[config.mk]
export PLATFORM = sky130hd
export DESIGN_NAME = risc_shift_issue_buffer
export DESIGN_NICKNAME = d
export VERILOG_FILES = /design/src/rtl/risc_shift_issue_buffer.sv
export SDC_FILE = /design/constraint.sdc
export NUM_CORES = 1
export LEC_CHECK = 0
export ABC_AREA = 1
export CORE_ASPECT_RATIO = 0.75
export CORE_MARGIN = 1.5
export CORE_UTILIZATION = 54
export DETAILED_ROUTE_END_ITERATION = 8
export GPL_ROUTABILITY_DRIVEN = 0
export PLACE_DENSITY = 0.86
export SYNTH_ARGS = -nofsm -noshare
export SYNTH_HDL_FRONTEND = slang
export SYNTH_SLANG_ARGS = --single-unit
[constraint.sdc]
create_clock -name clk -period 4.2 [get_ports clk]
set_input_delay 0.84 -clock clk [delete_from_list [all_inputs] [get_ports clk]]
set_output_delay 0.84 -clock clk [all_outputs]
set_load 0.01 [all_outputs]
[src/rtl/risc_shift_issue_buffer.sv]
// Issue stage in front of RISC_shifter: a 2-entry skid buffer (main + skid register)
// that presents registered operand, shift amount and function select to the shifter.
module risc_shift_issue_buffer #(
    parameter int unsigned DATA_W      = 32,
    parameter int unsigned TAG_W       = 5,
    parameter int unsigned STALL_CNT_W = 16
) (
    input  logic                   clk,
    input  logic                   reset,
    input  logic                   flush,
    input  logic                   in_valid,
    output logic                   in_ready,
    input  logic [DATA_W-1:0]      in_a,
    input  logic [4:0]             in_sh,
    input  logic [3:0]             in_fs,
    input  logic [TAG_W-1:0]       in_tag,
    output logic                   out_valid,
    input  logic                   out_ready,
    output logic [DATA_W-1:0]      out_shift_in,
    output logic [4:0]             out_sh,
    output logic [3:0]             out_fs,
    output logic [TAG_W-1:0]       out_tag,
    output logic                   out_is_shift,
    output logic [1:0]             occupancy,
    output logic [STALL_CNT_W-1:0] stall_count
);

    logic                   r_main_valid;
    logic [DATA_W-1:0]      r_main_a;
    logic [4:0]             r_main_sh;
    logic [3:0]             r_main_fs;
    logic [TAG_W-1:0]       r_main_tag;

    logic                   r_skid_valid;
    logic [DATA_W-1:0]      r_skid_a;
    logic [4:0]             r_skid_sh;
    logic [3:0]             r_skid_fs;
    logic [TAG_W-1:0]       r_skid_tag;

    logic [STALL_CNT_W-1:0] r_stall_count;

    logic                   w_accept;
    logic                   w_pop;

    // Ready depends only on registered state, never on out_ready.
    assign in_ready = !r_skid_valid && !reset;
    assign w_accept = in_valid && in_ready;
    assign w_pop    = r_main_valid && out_ready;

    always_ff @(posedge clk) begin
        if (reset) begin
            r_main_valid  <= 1'b0;
            r_main_a      <= '0;
            r_main_sh     <= '0;
            r_main_fs     <= '0;
            r_main_tag    <= '0;
            r_skid_valid  <= 1'b0;
            r_skid_a      <= '0;
            r_skid_sh     <= '0;
            r_skid_fs     <= '0;
            r_skid_tag    <= '0;
            r_stall_count <= '0;
        end else begin
            if (r_main_valid && !out_ready && (r_stall_count != '1)) begin
                r_stall_count <= r_stall_count + STALL_CNT_W'(1);
            end

            if (flush) begin
                r_main_valid <= 1'b0;
                r_skid_valid <= 1'b0;
            end else if (!r_main_valid) begin
                if (w_accept) begin
                    r_main_valid <= 1'b1;
                    r_main_a     <= in_a;
                    r_main_sh    <= in_sh;
                    r_main_fs    <= in_fs;
                    r_main_tag   <= in_tag;
                end
            end else if (!r_skid_valid) begin
                if (w_accept && w_pop) begin
                    r_main_a     <= in_a;
                    r_main_sh    <= in_sh;
                    r_main_fs    <= in_fs;
                    r_main_tag   <= in_tag;
                end else if (w_accept) begin
                    r_skid_valid <= 1'b1;
                    r_skid_a     <= in_a;
                    r_skid_sh    <= in_sh;
                    r_skid_fs    <= in_fs;
                    r_skid_tag   <= in_tag;
                end else if (w_pop) begin
                    r_main_valid <= 1'b0;
                end
            end else if (w_pop) begin
                // Both full: the skid entry becomes the oldest op.
                r_main_a     <= r_skid_a;
                r_main_sh    <= r_skid_sh;
                r_main_fs    <= r_skid_fs;
                r_main_tag   <= r_skid_tag;
                r_skid_valid <= 1'b0;
            end
        end
    end

    assign out_valid    = r_main_valid;
    assign out_shift_in = r_main_a;
    assign out_sh       = r_main_sh;
    assign out_fs       = r_main_fs;
    assign out_tag      = r_main_tag;
    assign out_is_shift = r_main_fs[3] && (r_main_fs != 4'b1000);
    assign occupancy    = {1'b0, r_main_valid} + {1'b0, r_skid_valid};
    assign stall_count  = r_stall_count;

endmodule

==> results of run 1 <==
==> logic make-up after synthesis <==
logic type / Yosys count / share of synthesized area (%)
DFF: 110 / 43.88
adders and majority gates: 3 / 0.7480
buffers and inverters: 105 / 10.65
and+or+nand+nor: 314 / 27.50
AOI/OAI and AO/OA: 170 / 17.23
==> per-stage QoR <==
stage | hold WS (ns) | total power [W]
after detailed placement | 0.4423 | 0.001328
after floorplan | 0.4240 | 0.001220
final | 0.4513 | 0.002155
after global placement | 0.4337 | 0.001321
after global routing | 0.4731 | 0.002227
after CTS | 0.4515 | 0.002161
==> how the worst max path moves through the flow <==
stage	startpoint	endpoint	slack, ns	cells after the start
finish	out_ready	r_skid_tag[4]	1.20	8
global route	out_ready	r_skid_tag[4]	0.98	8
CTS	out_ready	r_skid_tag[4]	1.27	8
detailed placement	out_ready	r_skid_sh[3]	0.97	7
global placement	out_ready	r_skid_fs[3]	1.10	8
floorplan	reset	in_ready	2.27	2
==> cell type report <==
cell class              instances  share of cell area, %
multi-input cells             487                  35.91
clock inverters                 6                 0.9844
repair buffers                121                  18.82
inverters                      56                  3.347
clock buffers                  10                  3.761
well taps                     128                  2.520
flip-flops and latches        110                  34.65
==> flip-flops by register name, indices dropped and copies added (netlist names) <==
register and flops:
r_skid_sh 5, r_skid_fs 4, out_fs 4, out_sh 5, r_skid_valid 1, r_skid_a 32, stall_count 16, out_valid 1
r_skid_tag 5, out_tag 5, out_shift_in 32
==> critical path: cells and delay by family <==
kind / cells / cell delay (ns)
AND/OR/NAND/NOR: 4 / 1.06
buffers and inverters: 4 / 1.33
==> power by group <==
group	internal (W)	switching (W)	leakage (nW)	total, W
Clock	0.000435	0.000412	0.148	0.000847
Combinational	0.000111	0.000121	1.34	0.000231
Sequential	0.00106	0.0000133	0.890	0.00108
Total	0.00161	0.000546	2.37	0.00216
==> Yosys cell counts (4+ instances only) <==
cell type,n
inv_1,52
buf_2,17
buf_6,14
a21oi_1,86
clkbuf_1,15
o21ai_1,4
nand2_1,145
nand3b_1,4
o21ai_0,77
nor2_1,76
dfxtp_1,110
nand3_1,74
==> layer usage <==
metal	track usage [%]	vias up	share of wire, %
li1	-	2450	-
met3	5.804	38	7.9
met1	36.31	2314	43
met5	0	-	0
met2	45.56	220	46
met4	9.432	0	2.5
==> results.sh, run 1 <==
export IMPL_end_kind="register"
export IMPL_hp_class="register to register"
export IMPL_grt_max_degree=79
export IMPL_crit_type="primary input to register"
export IMPL_clkSinkCount=110
export IMPL_cts_resized=0
export IMPL_hpwlAfterDp_um=8896
export IMPL_worst_pin_slew_ns=1.165
export IMPL_h_tree_depth=3
export IMPL_synth_cell_types=26
export IMPL_min_period_over_period_pct=71.39
export IMPL_r2r_start="r_skid_valid"
export IMPL_firstDrtPassIters=5
export IMPL_rows=30
export IMPL_cts_made_buffers=9
export IMPL_status="complete, no violations"
export IMPL_grt_use_total_pct=27.61
export IMPL_post_cts_buffers=0
export IMPL_synthTopCellsByArea="dfxtp_1 44%, nand2_1 11%, a21oi_1 8.6%, o21ai_0 7.7%, nand3_1 7.4%"
export IMPL_path_cells="clkdlybuf4s50_1 > inv_1 > nand2_1 > inv_1 > nand3_4 > inv_2 > nor2_1 > nor2_1"
export IMPL_grt_pass1_vias=4597
export IMPL_antenna_found_initial=0
export IMPL_ys_flop_type="dfxtp_1"
export IMPL_dp_slack_ns=0.9660
export IMPL_placed_area_mm2=0.006053
export IMPL_regArea_mm2=0.002202
export IMPL_hold_start="r_skid_a[10]"
export IMPL_ctsRootBufferMaster="clkbuf_16"
export IMPL_overflow=0
export IMPL_die_w_um=114.3
export IMPL_drive_gt1_share_pct=4.684
export IMPL_area_delta_synth_final_pct=26.63
export IMPL_drc=0
export IMPL_start_kind="primary input"
export IMPL_fin_util_pct=70.25
export IMPL_clk_latency_ns=0.34
export IMPL_ys_ff_latch=110
export IMPL_regToRegSetupSlack_ns=1.29
export IMPL_powerDensity_mw_per_mm2=339.2
export IMPL_stdcell_area_mm2=0.006355
export IMPL_viasPerCell=5.471
export IMPL_die_height_um=86.49
export IMPL_initialDrtViolationCount=349
export IMPL_crit_arrival_ns=3.26
export IMPL_clk_path_buf_depth=2
export IMPL_r2r_end="out_fs[3]"
export IMPL_via_count=5022
export IMPL_yosysTopAreaCellShare_pct=43.88
export IMPL_start_util_pct=55.48
export IMPL_ant_nets=0
export IMPL_rsz0062_at_grt="false"
export IMPL_hold_end="r_skid_a[10]"
export IMPL_critPathSlowestCell="nand3_4"
export IMPL_fin_cells=918
export IMPL_netlist_instances=702
export IMPL_setup_violations=0
export IMPL_ys_warn_count=0
export IMPL_required_ns=4.46
export IMPL_synth_edff_count=0
export IMPL_finClkSkew_ns=0.008585
export IMPL_synth_largest_area_cell="dfxtp_1"
export IMPL_cts_tree="built"
export IMPL_fin_tns_setup_ns=0
export IMPL_dieArea_mm2=0.009887
export IMPL_hold_depth=2
export IMPL_port_buffers=117
export IMPL_grt_pass1_wl_um=21880
export IMPL_finalWorstSetupSlack_ns=1.202
export IMPL_wl_per_cell_um=14.76
export IMPL_core_mm2=0.009046
export IMPL_clkTransAtPathRegs_ns=0.07
export IMPL_dpl_cell_count=902
export IMPL_critPathMaxStageDelay_ns=0.58
export IMPL_syn_avg_cell_area_um2=7.149
export IMPL_layout_min_cycle_time_ns=2.998
export IMPL_syn_nets=756
export IMPL_holdBufCountCts=0
export IMPL_slew_headroom_pct=22.02
export IMPL_io_pin_count=118
export IMPL_async_flop_share_pct=0
export IMPL_finalHoldViolations=0
export IMPL_power_leakage_nw=2.375
export IMPL_routed_wl_um=13550
export IMPL_final_common_cell="nand2_1"
export IMPL_clock_fmax_mhz=333.5
export IMPL_slew_viol_final=0
export IMPL_final_nets=839
export IMPL_max_vdd_ir_drop_v=0.0002353
export IMPL_maxCapViolations=0
export IMPL_final_cell_mix="145 x nand2_1, 116 x clkdlybuf4s50_1, 110 x dfxtp_1"
export IMPL_antenna_cells=0
export IMPL_ys_seq_area_share_pct=43.88
export IMPL_num_fill_cells=716
export IMPL_multi_input_area_mm2=0.002282
export IMPL_syn_area_mm2=0.005019
export IMPL_r2r_cells=7
export IMPL_cp_max_fo=78
Power figures use the tool's default switching activity.
==> inputs of run 2 (changes only) <==
Settings changed: CORE_UTILIZATION 54 to 45, PLACE_DENSITY 0.86 to 0.76.
Clock period 4.2 ns to 2.6 ns, I/O delays scaled along.
==> run 2 against run 1 <==
  * First-iteration DRC count up 29%
  * Register-to-register slack worse by 0.70 ns
  * Die area up 19%
  * Design area grew 1.4%
  * Clock power increased by 66%
  * Wire length is 3.0% lower
  * Critical path depth fell by 4
  * Via count decreased by 1.2%
  * Final cell count up 2.1%
  * Largest cell class unchanged
==> results.sh, run 2 (same netlist as run 1, synthesis figures left out) <==
export IMPL_ant_nets=0
export IMPL_end_kind="output port"
export IMPL_cts_resized=0
export IMPL_drc=0
export IMPL_antenna_found_initial=0
export IMPL_min_period_over_period_pct=89.19
export IMPL_via_count=4963
export IMPL_overflow=0
export IMPL_initialDrtViolationCount=449
export IMPL_hp_class="register to register"
export IMPL_port_buffers=117
export IMPL_r2r_start="r_skid_valid"
export IMPL_hold_worst_slack_ns=0.4493
export IMPL_start_util_pct=46.04
export IMPL_die_height_um=94.46
export IMPL_finClkSkew_ns=0.008456
export IMPL_power_leakage_nw=2.421
export IMPL_finalHoldViolations=0
export IMPL_required_ns=2.08
export IMPL_dieArea_mm2=0.01180
export IMPL_cts_made_buffers=9
export IMPL_fin_util_pct=59.14
export IMPL_viasPerCell=5.297
export IMPL_powerDensity_mw_per_mm2=547.0
export IMPL_crit_type="register to output port"
export IMPL_placed_area_mm2=0.006146
export IMPL_worst_pin_slew_ns=0.7022
export IMPL_rsz0062_at_grt="false"
export IMPL_final_nets=846
export IMPL_clkSinkCount=110
export IMPL_area_delta_synth_final_pct=28.45
export IMPL_grt_max_degree=79
export IMPL_post_cts_buffers=0
export IMPL_cp_max_fo=4
export IMPL_fin_tns_setup_ns=0
export IMPL_grt_pass1_wl_um=21790
export IMPL_final_cell_mix="145 x nand2_1, 116 x clkdlybuf4s50_1, 110 x dfxtp_1"
export IMPL_slew_headroom_pct=53.18
export IMPL_grt_pass1_vias=4549
export IMPL_die_w_um=124.9
export IMPL_status="complete, no violations"
export IMPL_maxCapViolations=0
export IMPL_cts_tree="built"
export IMPL_rows=33
export IMPL_setup_violations=0
export IMPL_crit_arrival_ns=1.80
export IMPL_clock_fmax_mhz=431.2
export IMPL_wl_per_cell_um=14.02
export IMPL_stdcell_area_mm2=0.006446
export IMPL_clk_path_buf_depth=2
export IMPL_antenna_cells=0
export IMPL_clkTransAtPathRegs_ns=0.07
export IMPL_ctsRootBufferMaster="clkbuf_16"
export IMPL_hpwlAfterDp_um=8835
export IMPL_holdBufCountCts=0
export IMPL_core_mm2=0.01090
export IMPL_firstDrtPassIters=6
export IMPL_final_common_cell="nand2_1"
export IMPL_p_total_w=0.003526
export IMPL_hold_depth=2
export IMPL_drive_gt1_share_pct=5.521
export IMPL_max_vdd_ir_drop_v=0.0003250
export IMPL_slew_viol_final=0
export IMPL_layout_min_cycle_time_ns=2.319
export IMPL_crit_start="r_skid_valid"
export IMPL_h_tree_depth=3
export IMPL_hold_start="r_skid_tag[0]"
export IMPL_r2r_cells=8
export IMPL_start_kind="register"
export IMPL_grt_use_total_pct=22.58
export IMPL_routed_wl_um=13140
export IMPL_clk_latency_ns=0.35
export IMPL_io_pin_count=118
-- run 2: changes by cell type in the layout (fill, tap and decap cells not counted), sizes merged --
| cell | before | now |
|---|---|---|
| clkbuf | 10 | 11 |
| buf | 5 | 12 |
| bufinv | 0 | 1 |
| clkinv | 4 | 3 |
| inv | 58 | 57 |
-- run 2: per-layer routing --
metal,GRT usage [%],part of all wire (%)
met1,30.42,45
met2,35.62,45
met3,6.006,7.6
met4,7.197,2.2
met5,0,0
-- run 2: worst max-delay path, cell delays in order (launching register included) --
cell and delay (ns):
dfxtp_1 0.48, inv_1 0.08, ha_1 0.27, inv_1 0.07, clkdlybuf4s50_1 0.54
-- run 2: power breakdown --
| group | leakage [nW] | switching [W] | internal [W] |
|---|---|---|---|
| Combinational | 1.38 | 0.000193 | 0.000184 |
| Clock | 0.150 | 0.000633 | 0.000777 |
| Sequential | 0.890 | 0.0000202 | 0.00172 |
-- run 2: worst paths after layout --
| path | slack [ns] | endpoint |
|---|---|---|
| max | 0.28 | occupancy[0] |
| min | 0.45 | r_skid_tag[0] |
| min reg2reg | 0.45 | r_skid_tag[0] |
| max reg2reg | 0.59 | out_sh[1] |
-- run 2: layout make-up --
type	instances	area [µm²]
Fill cell	1011	4454
Multi-Input combinational cell	487	2282
Sequential cell	110	2202
Timing Repair Buffer	128	1274
Clock buffer	11	242.7
Inverter	56	212.7
Tap cell	140	175.2
Clock inverter	5	57.56
-- run 2: metrics by stage --
step / instances / worst slack, ns
6_report: 937 / 0.2811
2_1_floorplan: 702 / 0.8411
3_3_place_gp: 921 / 0.4249
3_5_place_dp: 921 / 0.3599
4_1_cts: 937 / 0.2542
5_1_grt: 937 / 0.1996
==> inputs of run 3 (changes only) <==
Settings changed: GPL_TIMING_DRIVEN set to 0.
==> run 3 against run 2 <==
  * Design area rose by 2.7%
  * Via count is 3.6% higher
  * Clock skew down 0.0017 ns
  * Global-route usage rose by 1.8 points
  * Combinational power up 6.9%
  * Utilization is 1.6 points higher
  * Non-clock buffer count up 36
  * Final cell count is 3.7% higher
  * Sequential power about the same
  * First-iteration DRC count decreased by 6.5%
  * Critical endpoint unchanged
==> results.sh, run 3 (same netlist as run 1, synthesis figures left out) <==
export IMPL_status="complete, no violations"
export IMPL_area_delta_synth_final_pct=31.96
export IMPL_final_common_cell="nand2_1"
export IMPL_maxCapViolations=0
export IMPL_drc=0
export IMPL_slew_headroom_pct=69.49
export IMPL_firstDrtPassIters=5
export IMPL_crit_arrival_ns=1.85
export IMPL_hp_class="register to register"
export IMPL_finalHoldViolations=0
export IMPL_clkTransAtPathRegs_ns=0.07
export IMPL_fin_util_pct=60.76
export IMPL_post_cts_buffers=0
export IMPL_clk_path_buf_depth=2
export IMPL_via_count=5141
export IMPL_rows=33
export IMPL_power_leakage_nw=2.507
export IMPL_finClkSkew_ns=0.006728
export IMPL_cts_tree="built"
export IMPL_worst_pin_slew_ns=0.4576
export IMPL_dp_slack_ns=0.3594
export IMPL_p_int_w=0.002570
export IMPL_max_vdd_ir_drop_v=0.0003881
export IMPL_critPathMaxStageDelay_ns=0.53
export IMPL_ctsRootBufferMaster="clkbuf_16"
export IMPL_cts_resized=0
export IMPL_rsz0062_at_grt="false"
export IMPL_h_tree_depth=3
export IMPL_num_fill_cells=1001
export IMPL_slew_viol_final=0
export IMPL_combPwrFrac_pct=11.7
export IMPL_min_period_over_period_pct=91.34
export IMPL_wl_per_cell_um=14.90
export IMPL_layout_min_cycle_time_ns=2.375
export IMPL_die_w_um=124.9
export IMPL_switching_share_pct=25.20
export IMPL_final_cell_mix="145 x nand2_1, 116 x clkdlybuf4s50_1, 110 x dfxtp_1"
export IMPL_critPathTopFamily="buffers and inverters"
export IMPL_required_ns=2.08
export IMPL_fin_cells=972
export IMPL_hold_worst_slack_ns=0.4503
export IMPL_initialDrtViolationCount=420
export IMPL_overflow=0
export IMPL_final_nets=882
export IMPL_clockPowerShare_pct=37.6
export IMPL_start_kind="register"
export IMPL_dpl_cell_count=958
export IMPL_dieArea_mm2=0.01180
export IMPL_end_kind="output port"
export IMPL_crit_buf_inv=4
export IMPL_fin_tns_setup_ns=0
export IMPL_grt_use_total_pct=24.42
export IMPL_p_sw_w=0.0008658
export IMPL_holdBufCountCts=0
export IMPL_clk_latency_ns=0.35
export IMPL_finalWorstSetupSlack_ns=0.2251
export IMPL_grt_pass1_wl_um=23080
export IMPL_die_height_um=94.46
export IMPL_crit_top_cell="inv_1"
export IMPL_path_cells="buf_6 > inv_1 > ha_1 > inv_1 > clkdlybuf4s50_1"
export IMPL_crit_type="register to output port"
export IMPL_powerDensity_mw_per_mm2=518.7
export IMPL_clkSinkCount=110
export IMPL_core_mm2=0.01090
export IMPL_clock_fmax_mhz=421.1
export IMPL_antenna_cells=0
export IMPL_routed_wl_um=14480
export IMPL_seqPwrFrac_pct=50.6
export IMPL_hpwlAfterDp_um=10830
export IMPL_drive_gt1_share_pct=7.692
export IMPL_io_pin_count=118
export IMPL_start_util_pct=46.04
export IMPL_cts_made_buffers=9
export IMPL_ant_nets=0
export IMPL_grt_pass1_vias=4885
export IMPL_cp_max_fo=19
export IMPL_viasPerCell=5.289
export IMPL_antenna_found_initial=0
export IMPL_port_buffers=116
export IMPL_critPathSlowestCell="clkdlybuf4s50_1"
export IMPL_setup_violations=0
export IMPL_grt_max_degree=19
## run 3: cell count changes in the layout (fill, tap and decap cells not counted), moves of 2 or more
cell      before  now
buf_6          0   14
clkinv_4       1    3
clkbuf_1       1   15
buf_12         2    0
buf_4          9    3
buf_2          1   16
## run 3: layout make-up
cell class	instances	area [µm²]	area share, %
Buffer	48	316.6	4.780
Clock buffer	9	225.2	3.401
Clock inverter	6	47.55	0.7179
Inverter	56	212.7	3.212
Multi-Input combinational cell	487	2282	34.46
Sequential cell	110	2202	33.25
Tap cell	140	175.2	2.645
Timing Repair Buffer	116	1161	17.53
## run 3: routing by layer
layer  track usage, %  wire [µm]  vias up  part of all wire (%)
li1                 -          -     2537                     -
met1            32.76       6660     2358                    46
met2            39.10       6364      223                    44
met3            5.326       1127       23                   7.8
met4            8.902        325        0                   2.2
met5                0          0        -                     0
## run 3: final timing paths
| path | cells past startpoint | slack (ns) | end | from |
|---|---|---|---|---|
| setup / recovery | 5 | 0.23 | occupancy[0] | r_skid_valid |
| hold / removal | 2 | 0.45 | r_skid_a[8] | r_skid_a[8] |
| setup reg to reg | 9 | 0.69 | out_tag[4] | r_skid_valid |
| hold reg to reg | 2 | 0.45 | r_skid_a[8] | r_skid_a[8] |
## run 3: worst min-delay path: cells and delay by family (launching register included)
kind / cells / cell delay (ns)
buffers and inverters: 1 / 0.05
AO/OA/AOI/OAI: 1 / 0.05
flip-flops: 1 / 0.30
## run 3: power groups by stage
stage | clock network (W) | registers, W | logic (W)
floorplan | 0 | 0.00179 | 0.000181
global placement | 0 | 0.00178 | 0.000390
detailed placement | 0 | 0.00178 | 0.000398
CTS | 0.00130 | 0.00174 | 0.000401
global route | 0.00137 | 0.00174 | 0.000439
finish | 0.00129 | 0.00174 | 0.000404
## run 3: stage by stage
step	power, W	instance area, µm²
finish	0.003435	6623
global route	0.003550	6623
CTS	0.003443	6628
floorplan	0.001970	5019
global placement	0.002167	6355
detailed placement	0.002176	6355
